==> src/rtl/seg_pkg.sv <==
// seg_pkg: shared definitions for the seven-segment scan driver.
//   HEX_SEG   : nibble -> active-low g..a segment pattern
//   SEG_OFF   : all cathodes dark (active-low), including dp
//   AN_OFF    : all anodes off (active-low)
//   scan_state_t : scan FSM states
//   disp_t    : one display image (value, decimal points, digit enables)
package seg_pkg;

    localparam logic [7:0] SEG_OFF = 8'hFF;
    localparam logic [3:0] AN_OFF  = 4'hF;

    // Bit order is {g,f,e,d,c,b,a}, 0 = segment lit.
    localparam logic [6:0] HEX_SEG [16] = '{
        7'h40, 7'h79, 7'h24, 7'h30, 7'h19, 7'h12, 7'h02, 7'h78,
        7'h00, 7'h10, 7'h08, 7'h03, 7'h27, 7'h21, 7'h06, 7'h0E
    };

    typedef enum logic {
        BLANK = 1'b0,
        SHOW  = 1'b1
    } scan_state_t;

    typedef struct packed {
        logic [15:0] value;
        logic [3:0]  dp;
        logic [3:0]  digit_en;
    } disp_t;

endpackage

==> src/rtl/seg_scan_hex_seg_lut.sv <==
// hex_seg_lut: combinational hex nibble to seven-segment decoder.
//   nibble : 4-bit hex digit
//   seg    : active-low segment pattern, [6:0] = g..a
module hex_seg_lut
    import seg_pkg::*;
(
    input  logic [3:0] nibble,
    output logic [6:0] seg
);

    assign seg = HEX_SEG[nibble];

endmodule

==> src/rtl/seg_scan_driver.sv <==
// seg_scan_driver: time-multiplexed driver for a 4-digit common-anode
// seven-segment display.
//   clk, rst_n : clock, asynchronous active-low reset
//   value      : 16-bit hex value, [3:0] is digit 0 (rightmost)
//   dp         : per-digit decimal point request, active-high
//   digit_en   : per-digit enable, active-high
//   load       : one-cycle strobe capturing value/dp/digit_en as pending
//   seg_cat    : cathodes, active-low, [6:0] = g..a, [7] = dp
//   seg_an     : anodes, active-low, one-hot-low while a digit is lit
//   frame_done : one-cycle pulse in the cycle the last digit slot ends
//
// Each digit slot is BLANK_CYCLES of all-dark (anti-ghosting) followed by
// DIGIT_CYCLES of the digit lit. New images are staged in a pending
// register and only promoted to the displayed image at the frame boundary,
// so a frame never mixes two images.
module seg_scan_driver
    import seg_pkg::*;
#(
    parameter int DIGIT_CYCLES = 100000,
    parameter int BLANK_CYCLES = 1000,
    parameter int NUM_DIGITS   = 4
) (
    input  logic        clk,
    input  logic        rst_n,
    input  logic [15:0] value,
    input  logic [3:0]  dp,
    input  logic [3:0]  digit_en,
    input  logic        load,
    output logic [7:0]  seg_cat,
    output logic [3:0]  seg_an,
    output logic        frame_done
);

    localparam int MAX_CYCLES = (DIGIT_CYCLES > BLANK_CYCLES) ? DIGIT_CYCLES : BLANK_CYCLES;
    localparam int CW = $clog2(MAX_CYCLES + 1);
    localparam int IW = $clog2(NUM_DIGITS);

    localparam logic [CW-1:0] DIGIT_LAST = CW'(DIGIT_CYCLES - 1);
    localparam logic [CW-1:0] BLANK_LAST = CW'((BLANK_CYCLES > 0) ? BLANK_CYCLES - 1 : 0);
    localparam logic [IW-1:0] LAST_IDX   = IW'(NUM_DIGITS - 1);
    // With no blank interval the FSM never leaves SHOW.
    localparam scan_state_t   SLOT_START = (BLANK_CYCLES == 0) ? SHOW : BLANK;

    scan_state_t   state, state_nx;
    logic [IW-1:0] idx, idx_nx;
    logic [CW-1:0] cnt, cnt_nx;
    disp_t         active, pending, incoming;
    logic          pending_valid;
    logic          boundary, boundary_nx;
    logic [6:0]    seg_pat;
    logic          lit;

    assign incoming = '{value: value, dp: dp, digit_en: digit_en};

    always_comb begin
        state_nx = state;
        idx_nx   = idx;
        cnt_nx   = cnt + 1'b1;
        if (state == BLANK) begin
            if (cnt == BLANK_LAST) begin
                state_nx = SHOW;
                cnt_nx   = '0;
            end
        end else begin
            if (cnt == DIGIT_LAST) begin
                state_nx = SLOT_START;
                idx_nx   = (idx == LAST_IDX) ? '0 : idx + 1'b1;
                cnt_nx   = '0;
            end
        end
    end

    // boundary: this cycle ends the last digit slot.
    // boundary_nx: the next cycle will; registering it lets frame_done be a
    // flop that is high exactly during the boundary cycle.
    assign boundary    = (state == SHOW) && (cnt == DIGIT_LAST) && (idx == LAST_IDX);
    assign boundary_nx = (state_nx == SHOW) && (cnt_nx == DIGIT_LAST) && (idx_nx == LAST_IDX);

    hex_seg_lut u_lut (
        .nibble (active.value[{idx, 2'b00} +: 4]),
        .seg    (seg_pat)
    );

    assign lit = (state == SHOW) && active.digit_en[idx];

    always_ff @(posedge clk or negedge rst_n) begin
        if (!rst_n) begin
            state         <= SLOT_START;
            idx           <= '0;
            cnt           <= '0;
            active        <= '0;
            pending       <= '0;
            pending_valid <= 1'b0;
            seg_an        <= AN_OFF;
            seg_cat       <= SEG_OFF;
            frame_done    <= 1'b0;
        end else begin
            state      <= state_nx;
            idx        <= idx_nx;
            cnt        <= cnt_nx;
            frame_done <= boundary_nx;

            if (lit) begin
                seg_an  <= ~(4'b0001 << idx);
                seg_cat <= {~active.dp[idx], seg_pat};
            end else begin
                seg_an  <= AN_OFF;
                seg_cat <= SEG_OFF;
            end

            // A load coinciding with the boundary bypasses pending so it is
            // neither lost nor shown a frame late.
            if (load) begin
                pending <= incoming;
            end
            if (boundary) begin
                pending_valid <= 1'b0;
                if (load) begin
                    active <= incoming;
                end else if (pending_valid) begin
                    active <= pending;
                end
            end else if (load) begin
                pending_valid <= 1'b1;
            end
        end
    end

endmodule

==> config.mk <==
export PLATFORM = sky130hd
export DESIGN_NAME = seg_scan_driver
export DESIGN_NICKNAME = d
export VERILOG_FILES = /design/src/rtl/seg_pkg.sv /design/src/rtl/seg_scan_hex_seg_lut.sv /design/src/rtl/seg_scan_driver.sv
export SDC_FILE = /design/constraint.sdc
export NUM_CORES = 1
export LEC_CHECK = 0
export BUFFER_PORTS_ARGS = -buffer_cell sky130_fd_sc_hd__buf_2
export CAP_MARGIN = 20
export CORE_MARGIN = 8
export CORE_UTILIZATION = 35
export DETAILED_ROUTE_END_ITERATION = 6
export GPL_TIMING_DRIVEN = 0
export SLEW_MARGIN = 5
export SYNTH_ARGS = -nofsm -noshare
export SYNTH_HDL_FRONTEND = slang
export SYNTH_SLANG_ARGS = --single-unit
==> constraint.sdc <==
create_clock -name clk -period 3.8 [get_ports clk]
set_clock_uncertainty 0.2 [all_clocks]
set_input_delay 0.76 -clock clk [delete_from_list [all_inputs] [get_ports clk]]
set_output_delay 0.76 -clock clk [all_outputs]
set_load 0.01 [all_outputs]
==> flow_results.org <==
** Outcome
- Status :: finished clean

** Timing
- Final setup violation count :: 0
- Setup total negative slack on the finished layout was measured at 0 ps.
- Fmax :: ~0.36 GHz
- For the pin with the worst max-slew slack, the measured transition is 726.3 ps.
- The max-slew violation total from the final report came to 0.
- Worst max-slew margin expressed relative to the limit :: 51.13%
- Setup repair after global routing left no endpoint under its margin.
- Setup ws final :: 1023 ps
- Dividing the final minimum period by the clock period gives 73.07%.
- The number of hold violations in the final report is 0.
- Min Clock Period, post-route :: 2777 ps

** Place
- I/O Buffers :: 38
- Once placement finished, the instance area stood at 4287 um^2.
- Final weighted congestion in routability-driven placement :: 0.8061
- Post-DP HPWL :: 5297 um
- Placement-stage worst setup slack :: roughly 1100 ps

** CTS
- In this run, post-CTS hold repair placed 0 buffers.
- Post-CTS clock slew at the launch and capture registers of the worst setup and hold paths :: 80 ps
- Clock tree root driver cell :: sky130_fd_sc_hd__clkbuf_8
- At the later pin of the worst-skew pair, clock insertion delay measures 370 ps.
- H-tree Lvls :: 3
- No sink is reached through more buffers than the 2 on the longest clock path.
- Gates resized during post-CTS repair numbered 0.
- Number of buffers created by CTS :: 9
- Post-CTS Setup Bufs :: 0
- Clock tree synthesis found a total of 82 sinks.
- TritonCTS built the clock tree.

** GRT
- For this run, the total global-route usage over all layers was measured as between 10% and 20%.
- The number of antenna violations at the first check in global routing is 0.
- The via count of the first global-routing pass is 2546.
- Wire length of the first global-routing pass :: 12470 um
- Global routing finished with a remaining overflow of 0.
- Entering global routing, the biggest net connects 50 pins.

** Synth
- Cell type with the largest total area after synthesis :: sky130_fd_sc_hd__dfrtp_1
- Sequential area share after synthesis :: 53.12%
- Combined area of all synthesized cells :: 3891 um^2
- Share of the synthesized area in the top cell type :: 45.02%
- Post-synth cell types :: 47
- In this run the mean area of a mapped cell was 12.97 um^2.
- Net Count, Synth :: roughly 340
- In the synthesized netlist, the number of instances is 300.
- Post-synth EDFFs :: 0
- Synth Flop Type :: sky130_fd_sc_hd__dfrtp_1
- Counting flops with an async set or reset pin after synthesis yields a share of 100.0%.
- Counting flops and latches in the post-synthesis netlist gives 82.
- After synthesis, the cell types taking the most area are sky130_fd_sc_hd__dfrtp_1, sky130_fd_sc_hd__mux2_2, sky130_fd_sc_hd__dfstp_2.
- For this run, the number of Yosys warnings is 0.

** Setup path
- Of all nets on the critical path, the largest fanout is 7.
- Reg2Reg Depth :: 6
- The endpoint identified for the worst register-to-register timing path is frame_done$_DFF_PN0_.
- STA classifies the critical path startpoint as a register.
- Worst-path cell with the longest stage delay :: sky130_fd_sc_hd__or4_1
- CP cell instances :: ha_1 > nand2_1 > nor4_1 > mux2_2 > or4_1 > nor4_1
- The critical path in this run is classified as register to register.
- Cell type group with the largest total delay on the critical path :: simple AND/OR/NAND/NOR gates
- The critical path contains buffers and inverters numbering 0 combined.
- Flop2flop setup slack :: around 1000 ps
- For the worst setup path, the data required time is 3850 ps.
- Most frequent cell on the critical path :: sky130_fd_sc_hd__nor4_1
- Kind of capture point of the worst setup path :: register
- Worst path arrival time :: 2830 ps
- The startpoint identified for the worst register-to-register timing path is cnt[0]$_DFF_PN0_.
- Largest incremental delay on the critical path :: 430 ps

** Floorplanning
- The die covers 14750 um^2.
- The die is 121.4 um wide.
- 40 I/O pins were placed.
- Starting density of the core :: 35.90%
- The core region is between 10000 and 15000 um^2.
- In this run the core area contains 38 standard-cell rows.
- Die height :: ~120 um

** Layout
- Most common cell after layout, fill and taps aside :: sky130_fd_sc_hd__dfrtp_1
- N_diodes :: 0
- Count of nets after finishing :: 388
- Filler cells :: 1020
- Share of post-route cells with drive strength above 1 :: about two fifths
- Once layout is done, the placed cells without fillers occupy 4483 um^2.
- Relative to the synthesized area, the layout overhead comes to 15.21%.
- Commonest non-fill, non-tap cells in the layout :: sky130_fd_sc_hd__dfrtp_1, sky130_fd_sc_hd__buf_2, sky130_fd_sc_hd__mux2_2
- Once layout is complete, the utilization of the core stands at 41.36%.

** Route
- The first TritonRoute pass finished after 4 iterations.
- For this run, design rule violations remaining after detail routing come to 0.
- The detail route stage leaves a number of antenna-violating nets equal to 0.
- After detailed routing, the number of vias per cell comes to 4.879.
- For this block, the initial DRC count from the detailed router was 156.
- Overall via count from detail_route :: 2415
- Total wire length :: 7355 um
- Wire length per cell after detailed routing :: 14.86 um

** Job
- Across the run, the number of max-cap violations was 0.

** Worst hold path
- The tightest min-delay check is of the input pin to async pin type.

** Power
- Power spread over the standard cell area amounts to around 360 nW/um^2.
- The worst-case IR drop observed on VDD is 167.9 uV.
- Static leakage power :: 0.001990 uW
sequential cells by signal, indices dropped and copies added, names as in the netlist:
name,count
pending,24
pending_valid,1
state,1
frame_done,1
seg_an,4
idx,2
cnt,17
active,24
seg_cat,8
synth_stat cells, drive strengths merged, types with 2 or more instances:
| cell | number |
|---|---|
| a21oi | 4 |
| a31oi | 2 |
| and2 | 2 |
| and3 | 3 |
| buf | 5 |
| clkbuf | 10 |
| dfrtp | 70 |
| dfstp | 12 |
| ha | 11 |
| inv | 8 |
| mux2 | 51 |
| mux2i | 3 |
| mux4 | 6 |
| nand2 | 22 |
| nand3 | 6 |
| nand3b | 2 |
| nand4b | 2 |
| nor2 | 17 |
| nor3 | 7 |
| nor3b | 3 |
| nor4 | 4 |
| nor4b | 3 |
| o211ai | 8 |
| o21ai | 6 |
| or2 | 3 |
| or4 | 3 |
| xnor2 | 10 |
| xor2 | 5 |
metrics by stage:
stage	hold slack [ps]	cells	power, uW
final	135.1	495	1615
after global placement	279.3	478	994.2
after detailed placement	285.2	479	1001
after CTS	139.6	495	1642
after floorplan	264.4	300	955.3
after global routing	156.8	495	1697
worst register-to-register path, stage by stage (launching register included):
cell and delay [ps]:
sky130_fd_sc_hd__dfrtp_1 420, sky130_fd_sc_hd__ha_1 270, sky130_fd_sc_hd__nand2_1 190, sky130_fd_sc_hd__nor4_1 410
sky130_fd_sc_hd__mux2_2 380, sky130_fd_sc_hd__or4_1 430, sky130_fd_sc_hd__nor4_1 350
power by group:
part / internal (uW) / switching (uW) / total, uW
combinational: 36.9 / 40.7 / 77.6
sequential: 897 / 5.27 / 903
clock: 319 / 316 / 635
metal layers:
layer  GRT usage [%]  up-vias  part of all wire, %
li1                -     1162                    -
met1           13.11     1186                   46
met3           4.328       12                  6.7
met4           5.089        0                  1.9
met5               0        -                    0
met2           16.66       55                   46
logic make-up after synthesis:
kind of cell	share of synthesized area [%]
fa+ha+maj	3.537
buf+inv	2.797
mux	20.93
compound gates	4.695
flops	53.12
xor+xnor	3.376
simple gates	11.54
layout make-up:
class | count | area, um^2 | share of cell area, %
Sequential cell | 82 | 2067 | 46.11
Multi-Input combinational cell | 195 | 1715 | 38.26
Timing Repair Buffer | 39 | 220.2 | 4.912
Tap cell | 140 | 175.2 | 3.907
Clock buffer | 11 | 141.4 | 3.154
Buffer | 15 | 78.83 | 1.758
Clock inverter | 5 | 55.05 | 1.228
Inverter | 8 | 30.03 | 0.6698
worst max-delay path by stage:
stage                     startpoint                endpoint  slack (ps)  cells past startpoint
global route        cnt[0]$_DFF_PN0_   active[8]$_DFFE_PN0P_         830                      8
global placement                load  active[12]$_DFFE_PN0P_        1100                      4
CTS                 cnt[0]$_DFF_PN0_    frame_done$_DFF_PN0_        1020                      6
floorplan           cnt[0]$_DFF_PN0_    frame_done$_DFF_PN0_        1430                      6
finish              cnt[0]$_DFF_PN0_    frame_done$_DFF_PN0_        1020                      6
detailed placement  cnt[0]$_DFF_PN0_    frame_done$_DFF_PN0_        1050                      6
Note: power is estimated with default switching activity, not from simulation.
